**src/rtl/z_core_m_pkg.sv**
```systemverilog
// Shared RV32M definitions: funct3 opcodes, FSM states and divider constants
// for the muldiv execute block.
package z_core_m_pkg;

   localparam logic [2:0] F3_MUL    = 3'b000;
   localparam logic [2:0] F3_MULH   = 3'b001;
   localparam logic [2:0] F3_MULHSU = 3'b010;
   localparam logic [2:0] F3_MULHU  = 3'b011;
   localparam logic [2:0] F3_DIV    = 3'b100;
   localparam logic [2:0] F3_DIVU   = 3'b101;
   localparam logic [2:0] F3_REM    = 3'b110;
   localparam logic [2:0] F3_REMU   = 3'b111;

   typedef enum logic [1:0] {
      S_IDLE = 2'd0,
      S_MUL  = 2'd1,
      S_DIV  = 2'd2,
      S_DONE = 2'd3
   } state_e;

   localparam logic [5:0]  DIV_ITERS = 6'd32;
   localparam logic [31:0] INT_MIN   = 32'h8000_0000;
   localparam logic [31:0] ALL_ONES  = 32'hFFFF_FFFF;

   // Two's-complement magnitude when en is set; |INT_MIN| stays INT_MIN (read as unsigned).
   function automatic logic [31:0] abs_cond(input logic [31:0] v, input logic en);
      return (en && v[31]) ? (32'd0 - v) : v;
   endfunction

endpackage

```
**src/rtl/z_core_muldiv_unit_if.sv**
```systemverilog
// Start/ready/done request bus between the core pipeline (master) and the
// M-extension unit (slave).
interface z_core_muldiv_unit_if;
   logic        start;
   logic [2:0]  funct3;
   logic [31:0] rs1;
   logic [31:0] rs2;
   logic        kill;
   logic        ready;
   logic        done;
   logic [31:0] result;

   modport master (output start, funct3, rs1, rs2, kill, input ready, done, result);
   modport slave  (input start, funct3, rs1, rs2, kill, output ready, done, result);
endinterface

```
**src/rtl/z_core_mult_unit.sv**
```systemverilog
// Combinational 32x32->64 multiplier; each operand is independently signed
// or unsigned so one array serves MUL/MULH/MULHSU/MULHU.
module z_core_mult_unit (
   input  logic [31:0] a_i,
   input  logic [31:0] b_i,
   input  logic        a_signed_i,
   input  logic        b_signed_i,
   output logic [63:0] product_o
);
   logic signed [63:0] a_ext_s;
   logic signed [63:0] b_ext_s;

   assign a_ext_s   = {{32{a_signed_i & a_i[31]}}, a_i};
   assign b_ext_s   = {{32{b_signed_i & b_i[31]}}, b_i};
   assign product_o = a_ext_s * b_ext_s;
endmodule

```
**src/rtl/z_core_muldiv_unit.sv**
```systemverilog
// RV32M execute unit: single-pass multiply through z_core_mult_unit and a
// 1-bit/cycle restoring divider, with start/ready handshake and done pulse.
module z_core_muldiv_unit
   import z_core_m_pkg::*;
#(
   parameter int XLEN               = 32,
   parameter int DIV_BITS_PER_CYCLE = 1
) (
   input logic                 clk,
   input logic                 rstn,
   z_core_muldiv_unit_if.slave bus
);
   localparam logic [5:0] DIV_STEP = 6'(DIV_BITS_PER_CYCLE);

   state_e            state_q, state_d;
   logic [2:0]        op_q, op_d;
   logic [XLEN-1:0]   a_q, a_d, b_q, b_d;
   logic [XLEN-1:0]   quot_q, quot_d, rem_q, rem_d, dvs_q, dvs_d;
   logic [XLEN-1:0]   result_q, result_d;
   logic [5:0]        cnt_q, cnt_d;
   logic              qneg_q, qneg_d, rneg_q, rneg_d;

   logic [63:0]       product_s;
   logic              accept_s, signed_div_s, div_zero_s, div_ovf_s;
   logic              a_signed_s, b_signed_s;
   logic [XLEN:0]     rem_shift_s, trial_s;
   logic [XLEN-1:0]   quot_next_s, rem_next_s, quot_fix_s, rem_fix_s;

   assign accept_s     = (state_q == S_IDLE) && bus.start && !bus.kill;
   assign signed_div_s = !bus.funct3[0];
   assign div_zero_s   = (bus.rs2 == {XLEN{1'b0}});
   assign div_ovf_s    = signed_div_s && (bus.rs1 == INT_MIN) && (bus.rs2 == ALL_ONES);

   assign a_signed_s = (op_q == F3_MULH) || (op_q == F3_MULHSU);
   assign b_signed_s = (op_q == F3_MULH);

   z_core_mult_unit u_mult (
      .a_i        (a_q),
      .b_i        (b_q),
      .a_signed_i (a_signed_s),
      .b_signed_i (b_signed_s),
      .product_o  (product_s)
   );

   // One restoring step: the trial difference is non-negative iff bit XLEN is clear.
   assign rem_shift_s = {rem_q, quot_q[XLEN-1]};
   assign trial_s     = rem_shift_s - {1'b0, dvs_q};
   assign quot_next_s = {quot_q[XLEN-2:0], !trial_s[XLEN]};
   assign rem_next_s  = trial_s[XLEN] ? rem_shift_s[XLEN-1:0] : trial_s[XLEN-1:0];
   assign quot_fix_s  = qneg_q ? (32'd0 - quot_next_s) : quot_next_s;
   assign rem_fix_s   = rneg_q ? (32'd0 - rem_next_s) : rem_next_s;

   // State and datapath registers with synchronous active-low reset.
   always_ff @(posedge clk) begin
      if (!rstn) begin
         state_q  <= S_IDLE;
         op_q     <= 3'd0;
         a_q      <= {XLEN{1'b0}};
         b_q      <= {XLEN{1'b0}};
         quot_q   <= {XLEN{1'b0}};
         rem_q    <= {XLEN{1'b0}};
         dvs_q    <= {XLEN{1'b0}};
         result_q <= {XLEN{1'b0}};
         cnt_q    <= 6'd0;
         qneg_q   <= 1'b0;
         rneg_q   <= 1'b0;
      end else begin
         state_q  <= state_d;
         op_q     <= op_d;
         a_q      <= a_d;
         b_q      <= b_d;
         quot_q   <= quot_d;
         rem_q    <= rem_d;
         dvs_q    <= dvs_d;
         result_q <= result_d;
         cnt_q    <= cnt_d;
         qneg_q   <= qneg_d;
         rneg_q   <= rneg_d;
      end
   end

   // Next-state logic; kill returns any busy state to IDLE.
   always_comb begin
      state_d = state_q;
      case (state_q)
         S_IDLE: begin
            if (!accept_s)                      state_d = S_IDLE;
            else if (!bus.funct3[2])            state_d = S_MUL;
            else if (div_zero_s || div_ovf_s)   state_d = S_DONE;
            else                                state_d = S_DIV;
         end
         S_MUL:   state_d = bus.kill ? S_IDLE : S_DONE;
         S_DIV: begin
            if (bus.kill)                 state_d = S_IDLE;
            else if (cnt_q == DIV_STEP)   state_d = S_DONE;
            else                          state_d = S_DIV;
         end
         S_DONE:  state_d = S_IDLE;
         default: state_d = S_IDLE;
      endcase
   end

   // Datapath next values: operand latch, divider iteration and result capture.
   always_comb begin
      op_d     = op_q;
      a_d      = a_q;
      b_d      = b_q;
      quot_d   = quot_q;
      rem_d    = rem_q;
      dvs_d    = dvs_q;
      result_d = result_q;
      cnt_d    = cnt_q;
      qneg_d   = qneg_q;
      rneg_d   = rneg_q;
      if (accept_s) begin
         op_d = bus.funct3;
         a_d  = bus.rs1;
         b_d  = bus.rs2;
         if (!bus.funct3[2]) begin
            cnt_d = 6'd0;
         end else if (div_zero_s) begin
            result_d = bus.funct3[1] ? bus.rs1 : ALL_ONES;
         end else if (div_ovf_s) begin
            result_d = bus.funct3[1] ? 32'd0 : INT_MIN;
         end else begin
            quot_d = abs_cond(bus.rs1, signed_div_s);
            dvs_d  = abs_cond(bus.rs2, signed_div_s);
            rem_d  = {XLEN{1'b0}};
            cnt_d  = DIV_ITERS;
            qneg_d = signed_div_s && (bus.rs1[31] ^ bus.rs2[31]);
            rneg_d = signed_div_s && bus.rs1[31];
         end
      end else if ((state_q == S_MUL) && !bus.kill) begin
         result_d = (op_q == F3_MUL) ? product_s[31:0] : product_s[63:32];
      end else if ((state_q == S_DIV) && !bus.kill) begin
         quot_d = quot_next_s;
         rem_d  = rem_next_s;
         cnt_d  = cnt_q - DIV_STEP;
         if (cnt_q == DIV_STEP) result_d = op_q[1] ? rem_fix_s : quot_fix_s;
         else                   result_d = result_q;
      end else begin
         result_d = result_q;
      end
   end

   // Handshake outputs decoded from the state register.
   always_comb begin
      bus.ready = (state_q == S_IDLE);
      bus.done  = (state_q == S_DONE);
   end

   assign bus.result = result_q;
endmodule

```
**src/flat_wrapper.sv**
```systemverilog
// flat-port wrapper written by rule: the top's interface ports become plain ports
module z_core_muldiv_unit_flat import z_core_m_pkg::*;
#(
   parameter int XLEN               = 32,
   parameter int DIV_BITS_PER_CYCLE = 1
)
  (clk, rstn, bus_start, bus_funct3, bus_rs1, bus_rs2, bus_kill, bus_ready, bus_done, bus_result);
  z_core_muldiv_unit_if bus_i ();
  input logic clk;
  input logic rstn;
  input wire logic [$bits(bus_i.start)-1:0] bus_start;
  input wire logic [$bits(bus_i.funct3)-1:0] bus_funct3;
  input wire logic [$bits(bus_i.rs1)-1:0] bus_rs1;
  input wire logic [$bits(bus_i.rs2)-1:0] bus_rs2;
  input wire logic [$bits(bus_i.kill)-1:0] bus_kill;
  output wire logic [$bits(bus_i.ready)-1:0] bus_ready;
  output wire logic [$bits(bus_i.done)-1:0] bus_done;
  output wire logic [$bits(bus_i.result)-1:0] bus_result;
  assign bus_i.start = bus_start;
  assign bus_i.funct3 = bus_funct3;
  assign bus_i.rs1 = bus_rs1;
  assign bus_i.rs2 = bus_rs2;
  assign bus_i.kill = bus_kill;
  assign bus_ready = bus_i.ready;
  assign bus_done = bus_i.done;
  assign bus_result = bus_i.result;
  z_core_muldiv_unit #(.XLEN(XLEN), .DIV_BITS_PER_CYCLE(DIV_BITS_PER_CYCLE)) u_core (.clk(clk), .rstn(rstn), .bus(bus_i));
endmodule
```
**config.mk**
```make
export PLATFORM = sky130hd
export DESIGN_NAME = z_core_muldiv_unit_flat
export DESIGN_NICKNAME = d
export VERILOG_FILES = /design/src/rtl/z_core_m_pkg.sv /design/src/rtl/z_core_muldiv_unit_if.sv /design/src/rtl/z_core_mult_unit.sv /design/src/rtl/z_core_muldiv_unit.sv /design/src/flat_wrapper.sv
export SDC_FILE = /design/constraint.sdc
export NUM_CORES = 2
export LEC_CHECK = 0
export CAP_MARGIN = 15
export CORE_MARGIN = 2
export CORE_UTILIZATION = 48
export DETAILED_ROUTE_END_ITERATION = 16
export GPL_TIMING_DRIVEN = 0
export SYNTH_ARGS = -nofsm -noshare
export SYNTH_HDL_FRONTEND = slang
export SYNTH_SLANG_ARGS = --single-unit
```
**constraint.sdc**
```tcl
create_clock -name clk -period 11.07 [get_ports clk]
set_input_delay 1.107 -clock clk [delete_from_list [all_inputs] [get_ports clk]]
set_output_delay 1.107 -clock clk [all_outputs]
set_load 0.02 [all_outputs]
```
### Word level (Yosys, flattened, before mapping)

Index checks and enable logic that the tools add are counted.

* add/sub/neg operators: 6
* multiply operators: 1
* equal/unequal tests: 15
* mux-type cells: 41
* bitwise gates (word level): 5
* reductions and logical operators: 24

Operators with widths (count)
* 2-to-1 mux 32 bit: 28
* subtractor 1 x 32 -> 32 bit, first input constant: 4
* == test 32 bit, second input constant: 2
* multiplier 33 x 33 -> 64 bit: 1
* 2-to-1 mux 6 bit: 6
* subtractor 33 x 32 -> 33 bit: 1
* zero test 32 bit: 1
* AND reduction 4 bit: 3
* logical AND 1 bit: 9
* inequality test 3 bit, second input constant: 3
* 2-to-1 mux 2 bit: 4
* case mux 2 bit (4 select lines): 1
* == test 6 x 1 -> 1 bit, second input constant: 1
* inequality test 2 bit, second input constant: 3
* nonzero test 3 bit: 2
* subtractor 6 x 1 -> 6 bit, second input constant: 1
* AND reduction 5 bit: 1
* == test 2 bit, second input constant: 2
* == test 3 x 1 -> 1 bit, second input constant: 1
* == test 3 x 2 -> 1 bit, second input constant: 1
* zero test 1 bit: 3
* zero test 3 bit: 1
* bitwise AND 1 bit: 2
* == test 2 x 1 -> 1 bit, second input constant: 1
* 7 further kinds: 10

* register bits after elaboration: 205
* bits of input ports: 71
* output and inout port bits: 34
* logic and storage cells: 103

### Depth between registers and ports, before layout

* word-level depth: 9
* gate-level depth with buffers: 33
* gate-level depth less buffers: 30

### Modules after synthesis

A second synthesis with hierarchy kept.

* cells, all modules: 6207
* area, all modules: 52745.6 um^2

By module, submodules not included
* z_core_mult_unit: instances 1, cells each 4190, area each 38152.8 um^2, seq. area each 0.0 um^2
* z_core_muldiv_unit: instances 1, cells each 2017, area each 14592.7 um^2, seq. area each 4103.9 um^2

### Least setup slack after synthesis

Ideal clock, no wire load.

* path kind: reg-to-reg
* start point: register u_core.op_q[1]
* end point: register u_core.result_q[31], in the netlist u_core.bus.result[31]
* setup time: 0.133 ns
* data arrival time: 9.091 ns
* data required time: 10.937 ns
* slack: 1.846 ns
* stages on the path, launching flop included: 30
* buffers on the path: 3
* period minus slack after synthesis: 9.224 ns
* cells stage by stage: dfxtp_1 buf_1 xnor2_1 nor3b_1 clkbuf_1 nand2_1 fa_1 fa_1 inv_1 fa_1 inv_1 fa_1 inv_1 fa_1 fa_1 fa_1 inv_1 fa_1 inv_1 ha_1 clkbuf_1 nand3_1 or3_1 or4_1 a211oi_1 o211ai_1 a211oi_1 mux2i_1 a221oi_1 o32ai_1

* word-level cells in the longest chain between the ends: 7
* elaborated cells on any way between the ends: 13
* classes of those cells: mul (1); eq/ne (2); mux (6); bitwise (2); reduce/logical (2)

Ends and longest elaborated chain
* from (decl): RTL line z_core_muldiv_unit.sv:16 `logic [2:0] op_q, op_d;`
* from (signal assigned): RTL line z_core_muldiv_unit.sv:69 `op_q <= op_d;`
* == test 3 x 1 -> 1 bit or == test 3 x 2 -> 1 bit (tied branches): RTL line z_core_muldiv_unit.sv:34, z_core_muldiv_unit.sv:35
* logical OR 1 bit: RTL line z_core_muldiv_unit.sv:34 `assign a_signed_s = (op_q == F3_MULH) || (op_q == F3_MULHSU);`
* bitwise AND 1 bit: RTL line z_core_mult_unit.sv:13 `assign a_ext_s = {{32{a_signed_i & a_i[31]}}, a_i};`
* multiplier 33 x 33 -> 64 bit: RTL line z_core_mult_unit.sv:15 `assign product_o = a_ext_s * b_ext_s;`
* 2-to-1 mux 32 bit: RTL line z_core_muldiv_unit.sv:134 `result_d = (op_q == F3_MUL) ? product_s[31:0] : product_s[63:32];`
* 2-to-1 mux 32 bit (*): RTL line z_core_muldiv_unit.sv:133 `end else if ((state_q == S_MUL) && !bus.kill) begin`
* 2-to-1 mux 32 bit (*): RTL line z_core_muldiv_unit.sv:115 `if (accept_s) begin`
* to (signal assigned): RTL line z_core_muldiv_unit.sv:63 `result_q <= {XLEN{1'b0}};`
* to (signal assigned): RTL line z_core_muldiv_unit.sv:75 `result_q <= result_d;`
* to (decl): RTL line z_core_muldiv_unit.sv:19 `logic [XLEN-1:0] result_q, result_d;`

Every way passes the cells marked *; elsewhere a longest branch is shown, timed or not. The select of a mux whose other input is x is not followed.
A chain may end at the register's enable or synchronous reset.

### Final worst setup path

* start point: register u_core.b_q[11]
* end point: register u_core.result_q[13], in the netlist u_core.bus.result[13]

* word-level cells in the longest chain between the ends: 4

Ends and longest elaborated chain
* from (decl): RTL line z_core_muldiv_unit.sv:17 `logic [XLEN-1:0] a_q, a_d, b_q, b_d;`
* from (signal assigned): RTL line z_core_muldiv_unit.sv:59 `b_q <= {XLEN{1'b0}};`
* multiplier 33 x 33 -> 64 bit: RTL line z_core_mult_unit.sv:15
* 2-to-1 mux 32 bit: RTL line z_core_muldiv_unit.sv:134
* 2-to-1 mux 32 bit: RTL line z_core_muldiv_unit.sv:133
* 2-to-1 mux 32 bit: RTL line z_core_muldiv_unit.sv:115

No other way between the ends.

==> flow_metrics.env <==
export IMPL_worstReg2RegEnd="u_core.bus.result[13]"
export IMPL_fp_row_count=121
export IMPL_min_period_ns=10.67
export IMPL_ys_ff_latch=205
export IMPL_netlist_instances=6324
export IMPL_cp_max_fo=10
export IMPL_worst_skew_pair_late_latency_ns=0.57
export IMPL_finalInstanceArea_mm2=0.0566
export IMPL_synth_edf_count=0
export IMPL_viasPerCell=5.86
export IMPL_relSlewSlack_pct=7.67
export IMPL_drc=0
export IMPL_drtAntennaViolNets=0
export IMPL_synth_area_leaders="fa_1 (43%), inv_1 (8.8%), dfxtp_1 (7.8%)"
export IMPL_totalWireLength_mm=224
export IMPL_path_buf_inv=8
export IMPL_r2r_start="u_core.b_q[11]"
export IMPL_die_width_um=336
export IMPL_vias=46364
export IMPL_hold_class="reg2reg"
export IMPL_p_leak_nw=24.8
export IMPL_die_area_mm2=0.113
export IMPL_yosysSeqAreaShare_pct=7.78
export IMPL_yosys_warnings=0
export IMPL_reg2reg_depth=28
export IMPL_holdPathStages=2
export IMPL_grt_first_pass_wirelength_mm=327
export IMPL_hold_ws_ns=0.460
export IMPL_async_flop_share_pct=0
export IMPL_grt_max_degree=25
export IMPL_setup_viol=0
export IMPL_io_buffers=102
export IMPL_path_clk_slew_ns=0.06
export IMPL_boundaryPins=105
export IMPL_fin_skew_ns=0.0125
export IMPL_hold_viol_final=0
export IMPL_cts_buffers=25
export IMPL_final_common_cell="inv_1"
export IMPL_min_from="u_core.dvs_q[17]"
export IMPL_fin_crit_sh_pct=96.4
export IMPL_cp_arrival_ns=11.16
export IMPL_cts_tree="done"
export IMPL_antenna_found_initial=12
export IMPL_grt_usage_pct=40.5
export IMPL_synthFlopType="dfxtp_1"
export IMPL_crit_required_ns=11.56
export IMPL_cp_slowest_stage_delay_ns=0.77
export IMPL_nNetsFinal=7916
export IMPL_status="finished, final reports clean"
export IMPL_netlist_cell_type_count=84
export IMPL_core_area_mm2=0.109
export IMPL_critPathKind="reg2reg"
export IMPL_hold_path_end="u_core.dvs_q[17]"
export IMPL_cp_start_kind="register"
export IMPL_finalMaxSlewViolations=0
export IMPL_synth_top_area_share_pct=42.7
export IMPL_routedWlPerCell_um=28.4
export IMPL_syn_nets=7772
export IMPL_place_congestion=1.07
export IMPL_max_freq_ghz=0.0937
export IMPL_place_area_mm2=0.0556
export IMPL_powerDensity_mw_per_mm2=56.8
export IMPL_root_buffer="clkbuf_16"
export IMPL_final_cell_mix="inv_1 (1236), fa_1 (1124), nand2_1 (1039), clkbuf_1 (363), and2_1 (327)"
export IMPL_firstDrtPassIters=6
export IMPL_setup_ws_ns=0.399
export IMPL_post_place_ws_ns=-1.38
export IMPL_ir_drop_mv=0.0848
export IMPL_hpwl_mm=189
export IMPL_dieHeight_um=336
export IMPL_cp_slowest_cell="clkbuf_1"
export IMPL_max_cap_violations=0
export IMPL_cpLargestDelayFamily="adder cells"
export IMPL_clock_path_buffers=3
export IMPL_drive_gt1_share_pct=1.91
export IMPL_yosys_area_top_type="fa_1"
export IMPL_drt_initial_drc_count=4767
export IMPL_worstMarginPinSlew_ns=1.38
export IMPL_cts_max_level=1
export IMPL_worstSetupEndpointType="register"
export IMPL_initial_core_util_pct=48.4
export IMPL_grt_overflow_total=0
export IMPL_syn_avg_cell_area_um2=8.34
export IMPL_rsz0062_at_grt="false"
export IMPL_grt_pass1_vias=46590
export IMPL_areaGrowthSynthToFinish_pct=7.26
export IMPL_critPathMostFrequentCell="fa_1"
export IMPL_worst_r2r_setup_slack_ns=0.40
export IMPL_cts_sinks=205
export IMPL_synth_area_mm2=0.0528
[tightest hold or removal path, delay by kind of cell, from the launching register on]
family | cells | cell delay [ns]
AOI/OAI and AO/OA | 1 | 0.05
DFF | 1 | 0.31
and+or+nand+nor | 1 | 0.05
[worst max path at each step]
stage	start	end	slack, ns	depth (start not counted)
after global placement	u_core.op_q[1]	u_core.bus.result[31]	-1.59	31
after CTS	u_core.op_q[1]	u_core.bus.result[31]	0.13	30
final	u_core.b_q[11]	u_core.bus.result[13]	0.40	28
after global routing	u_core.op_q[1]	u_core.bus.result[30]	0.06	30
after floorplan	u_core.op_q[1]	u_core.bus.result[31]	1.85	29
after detailed placement	u_core.op_q[1]	u_core.bus.result[31]	-1.38	31
[routing by layer]
metal	routed length, um	vias up	GRT usage (%)	share of wire, %
li1	-	19774	-	-
met1	87600	23591	54.1	39
met2	99200	2466	62.2	44
met3	22300	519	7.88	9.9
met4	15200	14	21.7	6.8
met5	84	-	0	0.037
[registers in the layout, indices dropped and copies added, names as in the netlist]
signal             cells
u_core.rem_q          32
u_core.state_q         2
u_core.bus.result     32
u_core.op_q            3
u_core.a_q            32
u_core.b_q            32
u_core.qneg_q          1
u_core.dvs_q          32
u_core.quot_q         32
u_core.cnt_q           6
u_core.rneg_q          1
[synthesized netlist by cell type, types with 20 or more instances]
cell type,n
nor3_1,62
inv_1,1238
mux2i_1,32
o21ai_0,161
a211oi_1,89
nor4_1,22
nand2_1,1039
xnor2_1,123
or2_2,20
clkbuf_1,360
ha_1,251
a21o_1,49
o31ai_1,36
a31oi_1,56
dfxtp_1,205
o211ai_1,25
a21oi_1,281
nor2_1,309
nand3_1,62
or3_1,25
fa_1,1126
and2_1,327
xor2_1,68
nand4_1,32
[what timing repair did]
| action | in CTS | in global routing |
|---|---|---|
| hold buffers | 0 | 0 |
| resized for setup | 11 | 4 |
| buffers inserted | 7 | 4 |
| pin swaps | 0 | 2 |
| gates cloned | 0 | 0 |
| setup endpoints to repair | 13 | 8 |
[kinds of logic (layout without fill, tap and decap cells)]
group           Yosys count  count (layout)  synth area share (%)
compound gates          891             891                  10.8
xor+xnor                191             191                  3.17
fa+ha+maj              1377            1377                  48.7
buf+inv                1627            1788                  11.6
flops                   205             205                  7.78
mux                      36              36                 0.693
other cells               0               7                     0
simple gates           1997            1997                  17.2
[power by group]
group | total, W | internal (W) | switching [W]
clock | 0.000885 | 0.000507 | 0.000378
combinational | 0.00152 | 0.000445 | 0.00107
sequential | 0.000811 | 0.000764 | 0.0000473
[area by class of cell]
type / instances / area [um^2]
Clock inverter: 9 / 134
Sequential cell: 205 / 4100
Timing Repair Buffer: 118 / 1160
Fill cell: 10764 / 52400
Multi-Input combinational cell: 4492 / 42600
Inverter: 1241 / 4670
Antenna cell: 7 / 17.5
Buffer: 385 / 1470
Clock buffer: 35 / 693
Tap cell: 1414 / 1770
[per-stage QoR]
step                      setup TNS [ns]  instances  util (%)  power (W)
after floorplan                        0       6324         -    0.00166
after global placement            -12.23       7840      51.0    0.00228
after detailed placement           -9.71       7845      51.0    0.00228
after CTS                              0       7896      51.9    0.00316
after global routing                   0       7899      51.9    0.00333
final                                  0       7906      51.9    0.00321
Power figures use the tool's default switching activity.
